<file path="src/rtl/glb_pol_rd_port.sv">
// GLB-side read responder for one pooling-core port: credit-gated address accept,
// fixed 1-cycle SRAM read, in-order return FIFO with valid/ready Ofm output.
module glb_pol_rd_port #(
  parameter int IDX_WIDTH      = 10,
  parameter int ACT_WIDTH      = 8,
  parameter int POOL_COMP_CORE = 64,
  parameter int FIFO_DEPTH     = 4,
  localparam int W             = ACT_WIDTH * POOL_COMP_CORE,
  localparam int PTR_W         = $clog2(FIFO_DEPTH),
  localparam int OCC_W         = PTR_W + 1
) (
  input  logic                 clk,
  input  logic                 rst,
  input  logic                 MIFGLB_Rst,
  input  logic                 MIFGLB_AddrVld,
  input  logic [IDX_WIDTH-1:0] MIFGLB_Addr,
  output logic                 GLBMIF_AddrRdy,
  output logic                 GLB_RdEn,
  output logic [IDX_WIDTH-1:0] GLB_RdAddr,
  input  logic [W-1:0]         GLB_RdDat,
  output logic [W-1:0]         GLBMIF_Ofm,
  output logic                 GLBMIF_OfmVld,
  input  logic                 MIFGLB_OfmRdy,
  output logic [15:0]          GLBMIF_RdCnt
);

  logic             clr;
  logic             acc;
  logic             wr;
  logic             pop;
  logic [OCC_W-1:0] occ_q, occ_d;
  logic             pend_q;
  logic [PTR_W-1:0] wr_ptr_q, rd_ptr_q;
  logic [15:0]      rd_cnt_q;
  logic [OCC_W:0]   credit_used;
  logic [W-1:0]     mem [FIFO_DEPTH];

  assign clr = rst | MIFGLB_Rst;

  // Credits cover both buffered words and the read still in flight, so the
  // FIFO can never be overrun even though the ready path ignores OfmRdy.
  assign credit_used    = {1'b0, occ_q} + {{OCC_W{1'b0}}, pend_q};
  assign GLBMIF_AddrRdy = !clr && (credit_used < (OCC_W+1)'(FIFO_DEPTH));

  assign acc        = MIFGLB_AddrVld & GLBMIF_AddrRdy;
  assign GLB_RdEn   = acc;
  assign GLB_RdAddr = MIFGLB_Addr;

  assign wr  = pend_q;
  assign pop = GLBMIF_OfmVld & MIFGLB_OfmRdy;

  assign GLBMIF_OfmVld = !clr && (occ_q != '0);
  assign GLBMIF_Ofm    = mem[rd_ptr_q];
  assign GLBMIF_RdCnt  = rd_cnt_q;

  always_comb begin
    occ_d = occ_q;
    case ({wr, pop})
      2'b10:   occ_d = occ_q + 1'b1;
      2'b01:   occ_d = occ_q - 1'b1;
      default: occ_d = occ_q;
    endcase
  end

  always_ff @(posedge clk) begin
    if (clr) begin
      occ_q    <= '0;
      pend_q   <= 1'b0;
      wr_ptr_q <= '0;
      rd_ptr_q <= '0;
      rd_cnt_q <= '0;
    end else begin
      occ_q  <= occ_d;
      pend_q <= acc;
      if (wr) begin
        wr_ptr_q <= wr_ptr_q + 1'b1;
      end
      if (pop) begin
        rd_ptr_q <= rd_ptr_q + 1'b1;
        rd_cnt_q <= rd_cnt_q + 16'd1;
      end
    end
  end

  // Storage is never cleared; a read landing during clear is simply not written.
  always_ff @(posedge clk) begin
    if (wr && !clr) begin
      mem[wr_ptr_q] <= GLB_RdDat;
    end
  end

`ifndef SYNTHESIS
  a_no_overflow: assert property (@(posedge clk) disable iff (clr)
    !(wr && !pop && (occ_q == OCC_W'(FIFO_DEPTH))));
`endif

endmodule

</file>
<file path="config.mk">
export PLATFORM = sky130hd
export DESIGN_NAME = glb_pol_rd_port
export DESIGN_NICKNAME = d
export VERILOG_FILES = /design/src/rtl/glb_pol_rd_port.sv
export SDC_FILE = /design/constraint.sdc
export NUM_CORES = 1
export LEC_CHECK = 0
export ABC_AREA = 0
export CAP_MARGIN = 20
export CORE_ASPECT_RATIO = 0.8
export CORE_MARGIN = 4
export CORE_UTILIZATION = 45
export CTS_CLUSTER_SIZE = 25
export DETAILED_ROUTE_END_ITERATION = 8
export PLACE_DENSITY_LB_ADDON = 0.25
export SETUP_SLACK_MARGIN = 0.15
export SLEW_MARGIN = 30
export SYNTH_ARGS = -nofsm -noshare
export SYNTH_HDL_FRONTEND = slang
export SYNTH_SLANG_ARGS = --single-unit
export TNS_END_PERCENT = 1
</file>
<file path="constraint.sdc">
create_clock -name clk -period 42.5 [get_ports clk]
set_clock_uncertainty 0.1 [all_clocks]
set_input_delay 4.25 -clock clk [delete_from_list [all_inputs] [get_ports clk]]
set_output_delay 4.25 -clock clk [all_outputs]
set_load 0.01 [all_outputs]
</file>
[Word level (Yosys, flattened, before mapping)]
Memories as Yosys holds them, arrays and structs flattened. A register that Yosys moved wholly into a read port is not among the register bits.
Index checks and enable logic that the tools add are counted.
W data, S select, Z words.
Word-level totals
  bits in registers: 24
  RAM bits: 2048
  bits of input ports: 527
  output and inout port bits: 541
  logic and storage cells: 29
  memories kept: 1
Operators by class
  add/subtract/negate cells: 6
  $lt $le $gt $ge: 1
  equality and inequality tests: 2
  muxes and demuxes: 5
  bitwise gates (word level): 3
  reductions and logical operators: 6
Memories
  mem: depth 4, bits a word 512, read ports 1, clocked after Yosys merged registers in 1, wr ports 1, line 36  | logic [W-1:0] mem [FIFO_DEPTH];
Operators by type and width (count)
  $add A16 B1 Y16 const B: 1
  $pmux W3 S2: 1
  $add A2 B1 Y2 const B: 2
  $add A3 B1 Y4: 1
  $lt A4 B3 Y1 const B: 1
  $mux W2: 2
  $add A3 B1 Y3 const B: 1
  $logic_and A1 B1 Y1: 3
  $reduce_bool A3 Y1: 1
  $sub A3 B1 Y3 const B: 1
  $and A1 B1 Y1: 2
  $eq A2 B1 Y1 const B: 1
  $eq A2 B2 Y1 const B: 1
  $mux W1: 2
  $reduce_bool A2 Y1: 1
  $logic_not A1 Y1: 1
  $or A1 B1 Y1: 1

[Logic depth before layout (Yosys ltp)]
  depth after elaboration: 6
  depth in mapped cells: 9
  mapped depth without buffers: 8

[Worst setup path after synthesis]
Ideal clock, no wire load.
  path kind: input-to-reg
  from: in MIFGLB_Rst
  to: mem mem[0][0] (netlist name), enable pin
  library setup time: 0.947 ns
  data arrival time: 16.144 ns
  data required time: 41.453 ns
  path slack: 25.309 ns
  cell stages on the path: 2
  buffers on the path: 0
  cells stage by stage: nor2_1 -> and3_1
On the way
  longest elaborated chain between the ends: 5
Ends and longest elaborated chain
  start: declaration: line 14  | input logic MIFGLB_Rst,
  $or A1 B1 Y1: line 38  | assign clr = rst | MIFGLB_Rst;
  $logic_not A1 Y1: line 87  | if (wr && !clr) begin
  $logic_and A1 B1 Y1: line 87
  $mux W1: line 87
  $mux W1 (implied by the code): line 88  | mem[wr_ptr_q] <= GLB_RdDat;
  end: declaration: line 36
No other way between the ends.

[Worst setup path after layout]
  from: in MIFGLB_Rst
  to: out GLB_RdEn
On the way
  longest elaborated chain between the ends: 4
Ends and longest elaborated chain
  $or A1 B1 Y1: line 38
  $logic_not A1 Y1: line 43  | assign GLBMIF_AddrRdy = !clr && (credit_used < (OCC_W+1)'(FIFO_DEPTH));
  $logic_and A1 B1 Y1: line 43
  $and A1 B1 Y1: line 45  | assign acc = MIFGLB_AddrVld & GLBMIF_AddrRdy;
  end: declaration: line 18  | output logic GLB_RdEn,
No other way between the ends.

==> run metrics <==
relative slew slack=0.3080; GRT overflow=0; most frequent cells in the layout=2,048 x edfxtp_1, 1,047 x clkdlybuf4s50_1, 512 x mux4_2, 199 x clkbuf_16, 47 x clkbuf_1; Tcrit/Tclk final=0.2650; CTS Buffer Depth=3; Slew Viols, Final=0; die height=approximately 370 microns; Buffers & Inverters on Critical Path=2; initial core utilization=0.4541; Leak Pwr=approximately 29 nW; Clock transition at path regs=60 ps; share of post-route cells with drive strength above 1=0.2021; first-pass GRT wire length=between 200,000 and 300,000 microns; TNS Setup=0 ps; clk_lat worst skew=790 ps; Worst Setup Path Type=in -> out; RSZ-0062 raised after global routing=no; # IOs=1,068; worst path required time=38,150 ps; final non-filler cell total=around 6.3k; Hold Crit Start=GLBMIF_RdCnt[15]; delay-heaviest family, CP=buffers and inverters; TritonRoute pass-1 iters=5; CTS tree=built; Overall Global Routing Usage=0.2028; status=finished, final reports clean; CTS sink count=between 2k and 2.5k; commonest non-fill, non-tap cell in the layout=edfxtp_1; FILL cells=~12k; Distinct cells, synth=35; hold path endpoint=GLBMIF_RdCnt[15]; Cells on Worst Hold Path=2; HP Class=reg -> reg; row count=133; R2R depth=5; post-CTS setup buffers=0; CP max stage cell=a311oi_1; P&R area growth vs syn=26.31%; Die ar.=172,900 sq um; Critical Path Source Type=primary input; Hold Fails Final Rpt=0; vias in the first global route=between 30k and 40k; Worst VDD drop=roughly 0.045 mV; CP Capture Type=primary output; design area=around 95,000 sq um; area of the multi-input gates=12,210 sq um; Critical Path Max Stage Delay=750 ps; PwrDens=around 43 nW/um^2; r2r setup slk=37,890 ps; GPL Wtd Cong=0.7828; clock root buffer=clkbuf_16; max-cap check violation count=0; hpwl dp=approximately 110,000 microns; dpl cell area=just under 90,000 sq um; origin of the worst setup path=MIFGLB_Rst; CP most frequent cell=clkdlybuf4s50_1; DP Worst Slack=around 31,000 ps; syn_nets=between 3k and 4k; Reg area=about 62,000 sq um; Worst Path Max Fanout=24; Placeable Area=164,700 sq um; Post-Synthesis Cells=approximately 2.8k; sequential-to-total area share from yosys stat=0.8289; FF-to-FF Start=pend_q; largest net degree at the start of global routing=~150; crit path cell chain=clkdlybuf4s50_1 -> or2_2 -> a311oi_1 -> and2_1 -> clkdlybuf4s50_1; drt total wl=~180,000 microns; CTS buffer count=about 200; chip width=463.9 microns; DRT antenna net count=0; fmax=0.08880 GHz; Final Worst Setup Slack=31,240 ps; Critical Path AT=6910 ps; vias per inst=about 5.4; Synth Register Bits=2,074; Nets=roughly 4.5k; routed length per instance=27.88 microns; Tmin final=between 10,000 and 15,000 ps; Placed Instances=~5.9k; Ys Warns=0; cts hold-fix bufs=0; Synth Cell Area=between 70,000 and 80,000 sq um; WHS=405.4 ps; DR DRC count=0; # port buffers=approximately 1.0k; DRT iter0 DRCs=around 2.7k; Slew @ Worst Pin=1038 ps; reg2reg end=mem[2][160]; Via Count=between 30k and 40k; Mapped Avg Cell Area=approximately 27 sq um; initial antenna violation count=57; CTS H-tree depth=4; final count of negative-setup-slack endpoints=0; post-CTS sizing=0
[tightest hold or removal path: cells and delay by family (launching register included)]
family          cells  cell delay, ps
flops               1             330
compound gates      2             130
[area by class of cell]
class                      instances  area share
clock buffer                     248     0.05485
inverter                           7   0.0002780
sequential                      2074      0.6563
tap                             2160     0.02860
multi-input combinational        613      0.1292
antenna                           33   0.0008738
timing repair buffer            1093      0.1170
clock inverter                   111     0.01286
[synth_stat cells, drive strengths merged]
library cell,instances,area [sq um]
and4,2,17.52
a311oi,1,8.760
fa,1,20.02
xnor2,7,61.31
dfxtp,26,520.5
or4,2,18.77
ha,6,75.07
clkbuf,36,135.1
a211oi,1,7.510
inv,7,26.28
a21oi,7,35.03
o21ai,6,30.03
and2,3,18.77
or2,1,6.260
nor3b,1,7.510
mux4,512,11530
edfxtp,2048,61500
nand4,5,31.28
nor3,3,15.01
or3,6,37.54
nand3,6,30.03
nand2,5,18.77
a31oi,1,6.260
nor2,19,71.32
mux2i,1,10.01
o31ai,2,15.01
o211ai,1,7.510
buf,93,451.7
nor4,2,12.51
and3,5,31.28
or3b,1,8.760
xor2,6,52.55
[state kept, by name, summed over array words and instances (netlist names), named ones only]
signal,count
rd_ptr_q,2
mem,2048
wr_ptr_q,2
pend_q,1
occ_q,3
GLBMIF_RdCnt,16
[power breakdown]
part,total [mW],switching (mW),internal [mW],leakage [nW]
sequential,2.25,0.00152,2.25,18.6
combinational,0.0992,0.0419,0.0572,7.10
clock,1.72,0.745,0.978,3.09
[cell families after synthesis]
kind of cell,count (synthesis),share of synthesized area
simple gates,61,0.004348
compound gates,19,0.001472
flops,2074,0.8289
mux,513,0.1543
fa+ha+maj,7,0.001271
buf+inv,136,0.008194
xor+xnor,13,0.001522
[per-layer routing]
layer / vias to the layer above / GRT usage / routed length (microns)
met1: 18090 / 0.2375 / 64540
met2: 981 / 0.3551 / 94180
li1: 14660 / - / -
met5: - / 0 / 83
met4: 14 / 0.07248 / 6424
met3: 295 / 0.06098 / 11520
[metrics by stage]
step / total power [mW] / utilization
2_1_floorplan: 2.317 / -
3_3_place_gp: 2.393 / 0.5333
3_5_place_dp: 2.397 / 0.5334
4_1_cts: 4.119 / 0.5722
5_1_grt: 4.220 / 0.5734
6_report: 4.076 / 0.5736
[worst max path at each step]
stage	slack, ps	cells after the start	endpoint
CTS	31290	5	GLB_RdEn
global placement	31280	5	GLB_RdEn
global route	31180	5	GLB_RdEn
floorplan	25310	2	mem[0][0]
finish	31240	5	GLB_RdEn
detailed placement	31300	5	GLB_RdEn
Note: power is estimated with default switching activity, not from simulation.
